## src/rtl/mem_arbiter_pkg.sv

```systemverilog
// Shared definitions for the unified-memory arbiter: FSM encoding,
// reader grant ids and AXI-lite style response codes.
package mem_arbiter_pkg;

    // FSM state encoding
    localparam logic [2:0] STATE_IDLE   = 3'd0;
    localparam logic [2:0] STATE_IFU_RD = 3'd1;
    localparam logic [2:0] STATE_LSU_RD = 3'd2;
    localparam logic [2:0] STATE_LSU_WR = 3'd3;
    localparam logic [2:0] STATE_LSU_B  = 3'd4;

    typedef enum logic [2:0] {
        ST_IDLE   = STATE_IDLE,
        ST_IFU_RD = STATE_IFU_RD,
        ST_LSU_RD = STATE_LSU_RD,
        ST_LSU_WR = STATE_LSU_WR,
        ST_LSU_B  = STATE_LSU_B
    } arb_state_t;

    // Reader ids, used for the round-robin last_rd flag
    localparam logic GRANT_IFU = 1'b0;
    localparam logic GRANT_LSU = 1'b1;

    // Response codes carried on rresp/bresp
    localparam logic [2:0] RESP_OKAY   = 3'b000;
    localparam logic [2:0] RESP_SLVERR = 3'b010;

endpackage

```

## src/rtl/mem_arbiter.sv

```systemverilog
// Arbiter sharing one AXI-lite style sram slave between the IFU (read only)
// and the LSU (read/write). One whole transaction at a time, never
// interleaved; a write request always wins in IDLE, reads alternate when
// both are pending.
module mem_arbiter
    import mem_arbiter_pkg::*;
#(
    parameter int DATA_LEN     = 32,
    parameter int DATA_BIT_NUM = DATA_LEN / 8
) (
    input  logic                    clk,
    input  logic                    rst_n,
    // IFU read master
    input  logic                    ifu_arvalid,
    output logic                    ifu_arready,
    input  logic [DATA_LEN-1:0]     ifu_raddr,
    output logic                    ifu_rvalid,
    input  logic                    ifu_rready,
    output logic [DATA_LEN-1:0]     ifu_rdata,
    output logic [2:0]              ifu_rresp,
    // LSU read channels
    input  logic                    lsu_arvalid,
    output logic                    lsu_arready,
    input  logic [DATA_LEN-1:0]     lsu_raddr,
    output logic                    lsu_rvalid,
    input  logic                    lsu_rready,
    output logic [DATA_LEN-1:0]     lsu_rdata,
    output logic [2:0]              lsu_rresp,
    // LSU write channels
    input  logic                    lsu_awvalid,
    output logic                    lsu_awready,
    input  logic [DATA_LEN-1:0]     lsu_waddr,
    input  logic                    lsu_wvalid,
    output logic                    lsu_wready,
    input  logic [DATA_LEN-1:0]     lsu_wdata,
    input  logic [DATA_BIT_NUM-1:0] lsu_wstrob,
    output logic                    lsu_bvalid,
    input  logic                    lsu_bready,
    output logic [2:0]              lsu_bresp,
    // sram slave side
    output logic                    s_arvalid,
    input  logic                    s_arready,
    output logic [DATA_LEN-1:0]     s_raddr,
    input  logic                    s_rvalid,
    output logic                    s_rready,
    input  logic [DATA_LEN-1:0]     s_rdata,
    input  logic [2:0]              s_rresp,
    output logic                    s_awvalid,
    input  logic                    s_awready,
    output logic [DATA_LEN-1:0]     s_waddr,
    output logic                    s_wvalid,
    input  logic                    s_wready,
    output logic [DATA_LEN-1:0]     s_wdata,
    output logic [DATA_BIT_NUM-1:0] s_wstrob,
    input  logic                    s_bvalid,
    output logic                    s_bready,
    input  logic [2:0]              s_bresp
);

    arb_state_t state, state_nxt;
    logic       last_rd, last_rd_nxt;
    logic       aw_done, aw_done_nxt;
    logic       w_done, w_done_nxt;

    // Channel handshakes as seen in LSU_WR, with completed channels masked
    logic aw_fire, w_fire;
    assign aw_fire = lsu_awvalid & ~aw_done & s_awready;
    assign w_fire  = lsu_wvalid  & ~w_done  & s_wready;

    // State, round-robin history and write-channel flags
    always_ff @(posedge clk or negedge rst_n) begin
        if (!rst_n) begin
            state   <= ST_IDLE;
            last_rd <= GRANT_IFU;
            aw_done <= 1'b0;
            w_done  <= 1'b0;
        end else begin
            state   <= state_nxt;
            last_rd <= last_rd_nxt;
            aw_done <= aw_done_nxt;
            w_done  <= w_done_nxt;
        end
    end

    // Next-state decision and the per-state channel mux
    always_comb begin
        state_nxt   = state;
        last_rd_nxt = last_rd;
        aw_done_nxt = aw_done;
        w_done_nxt  = w_done;

        ifu_arready = 1'b0;
        ifu_rvalid  = 1'b0;
        ifu_rdata   = '0;
        ifu_rresp   = RESP_OKAY;
        lsu_arready = 1'b0;
        lsu_rvalid  = 1'b0;
        lsu_rdata   = '0;
        lsu_rresp   = RESP_OKAY;
        lsu_awready = 1'b0;
        lsu_wready  = 1'b0;
        lsu_bvalid  = 1'b0;
        lsu_bresp   = RESP_OKAY;

        s_arvalid   = 1'b0;
        s_raddr     = '0;
        s_rready    = 1'b0;
        s_awvalid   = 1'b0;
        s_waddr     = '0;
        s_wvalid    = 1'b0;
        s_wdata     = '0;
        s_wstrob    = '0;
        s_bready    = 1'b0;

        case (state)
            ST_IDLE: begin
                // Either write channel showing up claims the slave first;
                // the other write channel is allowed to follow later.
                if (lsu_awvalid || lsu_wvalid) begin
                    state_nxt = ST_LSU_WR;
                end else if (ifu_arvalid && lsu_arvalid) begin
                    state_nxt = (last_rd == GRANT_IFU) ? ST_LSU_RD : ST_IFU_RD;
                end else if (ifu_arvalid) begin
                    state_nxt = ST_IFU_RD;
                end else if (lsu_arvalid) begin
                    state_nxt = ST_LSU_RD;
                end
            end

            ST_IFU_RD: begin
                s_arvalid   = ifu_arvalid;
                s_raddr     = ifu_raddr;
                ifu_arready = s_arready;
                ifu_rvalid  = s_rvalid;
                ifu_rdata   = s_rdata;
                ifu_rresp   = s_rresp;
                s_rready    = ifu_rready;
                if (s_rvalid && ifu_rready) begin
                    state_nxt   = ST_IDLE;
                    last_rd_nxt = GRANT_IFU;
                end
            end

            ST_LSU_RD: begin
                s_arvalid   = lsu_arvalid;
                s_raddr     = lsu_raddr;
                lsu_arready = s_arready;
                lsu_rvalid  = s_rvalid;
                lsu_rdata   = s_rdata;
                lsu_rresp   = s_rresp;
                s_rready    = lsu_rready;
                if (s_rvalid && lsu_rready) begin
                    state_nxt   = ST_IDLE;
                    last_rd_nxt = GRANT_LSU;
                end
            end

            ST_LSU_WR: begin
                // AW and W run independently; once a channel has
                // handshaken its valid is hidden from the slave.
                s_awvalid   = lsu_awvalid & ~aw_done;
                s_waddr     = lsu_waddr;
                lsu_awready = s_awready & ~aw_done;
                s_wvalid    = lsu_wvalid & ~w_done;
                s_wdata     = lsu_wdata;
                s_wstrob    = lsu_wstrob;
                lsu_wready  = s_wready & ~w_done;
                if (aw_fire) aw_done_nxt = 1'b1;
                if (w_fire)  w_done_nxt  = 1'b1;
                if ((aw_done || aw_fire) && (w_done || w_fire)) begin
                    state_nxt = ST_LSU_B;
                end
            end

            ST_LSU_B: begin
                lsu_bvalid = s_bvalid;
                lsu_bresp  = s_bresp;
                s_bready   = lsu_bready;
                if (s_bvalid && lsu_bready) begin
                    state_nxt   = ST_IDLE;
                    aw_done_nxt = 1'b0;
                    w_done_nxt  = 1'b0;
                end
            end

            default: begin
                state_nxt   = ST_IDLE;
                aw_done_nxt = 1'b0;
                w_done_nxt  = 1'b0;
            end
        endcase
    end

endmodule

```

## config.mk

```make
export PLATFORM = sky130hd
export DESIGN_NAME = mem_arbiter
export DESIGN_NICKNAME = d
export VERILOG_FILES = /design/src/rtl/mem_arbiter_pkg.sv /design/src/rtl/mem_arbiter.sv
export SDC_FILE = /design/constraint.sdc
export NUM_CORES = 1
export LEC_CHECK = 0
export BUFFER_PORTS_ARGS = -buffer_cell sky130_fd_sc_hd__buf_2
export CAP_MARGIN = 20
export CELL_PAD_IN_SITES_DETAIL_PLACEMENT = 1
export CELL_PAD_IN_SITES_GLOBAL_PLACEMENT = 1
export CORE_AREA = 2 2 144 146
export DETAILED_ROUTE_END_ITERATION = 7
export DIE_AREA = 0 0 146 148
export PLACE_DENSITY_LB_ADDON = 0.1
export SETUP_SLACK_MARGIN = 0.05
export SLEW_MARGIN = 20
export SYNTH_ARGS = -nofsm -noshare
export SYNTH_HDL_FRONTEND = slang
export SYNTH_SLANG_ARGS = --single-unit
```

## constraint.sdc

```tcl
create_clock -name clk -period 1.15 [get_ports clk]
set_clock_uncertainty 0.05 [all_clocks]
set_input_delay 0.0575 -clock clk [delete_from_list [all_inputs] [get_ports clk]]
set_output_delay 0.0575 -clock clk [all_outputs]
set_load 0.05 [all_outputs]
```

==> flow_summary.toml <==
[placed_design]
gp_congestion = 0.818
post-place-ws_ns = -0.505
dp.cells = 880
port_buffers = 368
place_hpwl_um = 11600

[drt]
dr.first_iter.drc_count = 28
ant_nets = 0
wl_met3_um = 1390
via_per_inst = 3.83
wl_per_cell_um = 17.2
wl_met2_um = 9010
firstDrtPassIters = 3
drc = 0
drt-met1-wl_um = 4940
vias = 3442
wl_um = 15500
top_layer = "met5"

[setup_path]
cp_slowest_stage_delay_ns = 0.42
slowest_stage = "dfrtp_2"
r2r_start = "state[2]$_DFFE_PN0P_"
cp-startpoint = "state[0]$_DFFE_PN0P_"
cp-end-kind = "output pin"
path_cells = "buf_6 > and3_4 > clkbuf_16 > and2_2 > buf_12"
start_kind = "flip-flop"
crit_path_end = "s_waddr[8]"
r2r_slack_ns = -0.31
crit_required_ns = 1.04
worst_ep_arrival_time_ns = 1.57
crit_type = "flip-flop to output pin"
r2r-end = "state[0]$_DFFE_PN0P_"
r2r_cells = 6
crit_fanout = 17

[clock_network]
h-tree-depth = 1
clock_latency_ns = 0.22
clkSlewWorstSetupHoldPaths_ns = 0.03
cts_sinks = 6
cts_buffers = 3
clk_path_buf_depth = 2
cts_tree = "done"
cts_root_buffer = "clkbuf_16"

[worst_hold_path]
hold_class = "input port to flip-flop"
hold_path.startpoint = "lsu_arvalid"

[die]
core_um2 = 20000
fp.dieH_um = 148
die-area_um2 = 21600
initial_utilization_pct = 8.59
num_rows = 52
die_w_um = 146
boundaryPins = 369

[pwr]
leakagePower_nw = 3.31
powerDensity_nw_per_um2 = 3470
ir_worst_vdd_uv = 932
total_power_mw = 22.9

[global_route]
track_usage_pct = 12.3
gr-total-overflow = 0
grt_pass1_vias = 3714
grt_max_degree = 36
grt_pass1_wl_um = 21200
antenna_found_initial = 1

[sta]
min_period_ns = 1.68
relSlewSlack_pct = 79.9
hold_violations = 0
finalCritPeriodShare_pct = 146
setup_ws_ns = -0.529
setup_viol = 190
max_freq_ghz = 0.596
rsz0062_at_grt = "yes"
drv_slew = 0
max_slew.worst_pin.slew_ns = 0.301

[final_layout]
final_cell_mix = "buf_2 (183), buf_6 (105), and2_4 (92), buf_8 (70), and2_2 (50)"
drive_gt1_share_pct = 96.5
area_growth_pct = 283
diodes = 0
fin_cells = 898
mostFrequentLayoutCell = "buf_2"
nNetsFinal = 814

[synthesis]
synth_fp_nets = 429
async_reset_ff_share_pct = 100
synthCells = 245
synth_cell_type_count = 22
yosysSeqAreaShare_pct = 8.72
avgSynthCellArea_um2 = 7.03
synth_ff_type = "dfrtp_1"
yosys_warnings = 0
synth_seq_cells = 6
synth_edf_count = 0
syn_area_um2 = 1720

[status]
status = "finished with violations"
violations = "setup timing"

[job]
max_cap_violations = 0
[how the worst min path moves through the flow]
stage,to,slack [ns],depth (start not counted)
2_1_floorplan,aw_done$_DFFE_PN0P_,-0.29,0
3_3_place_gp,aw_done$_DFFE_PN0P_,-0.15,1
3_5_place_dp,aw_done$_DFFE_PN0P_,-0.15,1
4_1_cts,w_done$_DFFE_PN0P_,0.15,3
5_1_grt,w_done$_DFFE_PN0P_,0.16,3
6_report,state[1]$_DFFE_PN0P_,0.15,3
[metal layers]
metal / vias up / track usage [%]
met4: 2 / 0.825
li1: 1604 / -
met2: 224 / 26.5
met1: 1598 / 11.7
met5: - / 0
met3: 14 / 3.49
[Yosys cell counts (all sizes together), types with 2 or more instances]
| cell type | count | area (um^2) |
|---|---|---|
| a311o | 2 | 20.0 |
| and3 | 6 | 37.5 |
| buf | 13 | 67.6 |
| a22o | 35 | 307 |
| nor2 | 4 | 15.0 |
| dfrtp | 6 | 150 |
| a41oi | 3 | 26.3 |
| a21oi | 4 | 20.0 |
| a2111oi | 2 | 17.5 |
| nand2 | 3 | 11.3 |
| and2 | 142 | 888 |
| nor3b | 6 | 67.6 |
| o22ai | 2 | 12.5 |
| clkbuf | 12 | 53.8 |
[critical path: cells and delay by family (launching register included)]
kind,cells,cell delay [ns]
buf+inv,3,0.47
flops,1,0.42
simple gates,2,0.44
[cell type report]
type | instances | area (um^2)
multi-input combinational | 213 | 2180
sequential | 6 | 154
fill | 2317 | 13400
inverter | 1 | 3.75
timing repair buffer | 405 | 3840
clock buffer | 3 | 75.1
tap | 270 | 338
[logic make-up (layout without fill, tap and decap cells)]
| group | Yosys count | after routing | synth area share [%] |
|---|---|---|---|
| buffers and inverters | 26 | 409 | 7.27 |
| flip-flops | 6 | 6 | 8.72 |
| AND/OR/NAND/NOR | 164 | 164 | 60.2 |
| AO/OA/AOI/OAI | 49 | 49 | 23.8 |
[flip-flops by register name, summed over array words and instances (netlist names)]
register and count:
state 3, aw_done 1, last_rd 1, w_done 1
[what timing repair did]
| action | 4_1_cts | 5_1_grt |
|---|---|---|
| pin swaps | 26 | 16 |
| resized for setup | 311 | 138 |
| hold endpoints to repair | 6 | 0 |
| hold buffers | 1 | 0 |
| gates cloned | 2 | 6 |
| setup buffers | 3 | 3 |
| setup endpoints to repair | 191 | 191 |
[report_power, final]
| group | total, mW | internal [mW] | switching (mW) |
|---|---|---|---|
| clock network | 0.554 | 0.445 | 0.109 |
| registers | 0.500 | 0.322 | 0.178 |
| logic | 21.8 | 9.51 | 12.3 |
[through the flow]
step                      utilization [%]  cell area, um^2  hold slack, ns  TNS (ns)
final                                32.9             6600           0.150    -91.74
after global routing                 32.9             6600           0.165   -108.26
after CTS                            29.6             5930           0.152    -96.62
after detailed placement             24.1             4830          -0.149    -79.80
after global placement               24.1             4830          -0.152    -76.74
after floorplan                         -             2420          -0.288    -45.88
Note: power is estimated with default switching activity, not from simulation.
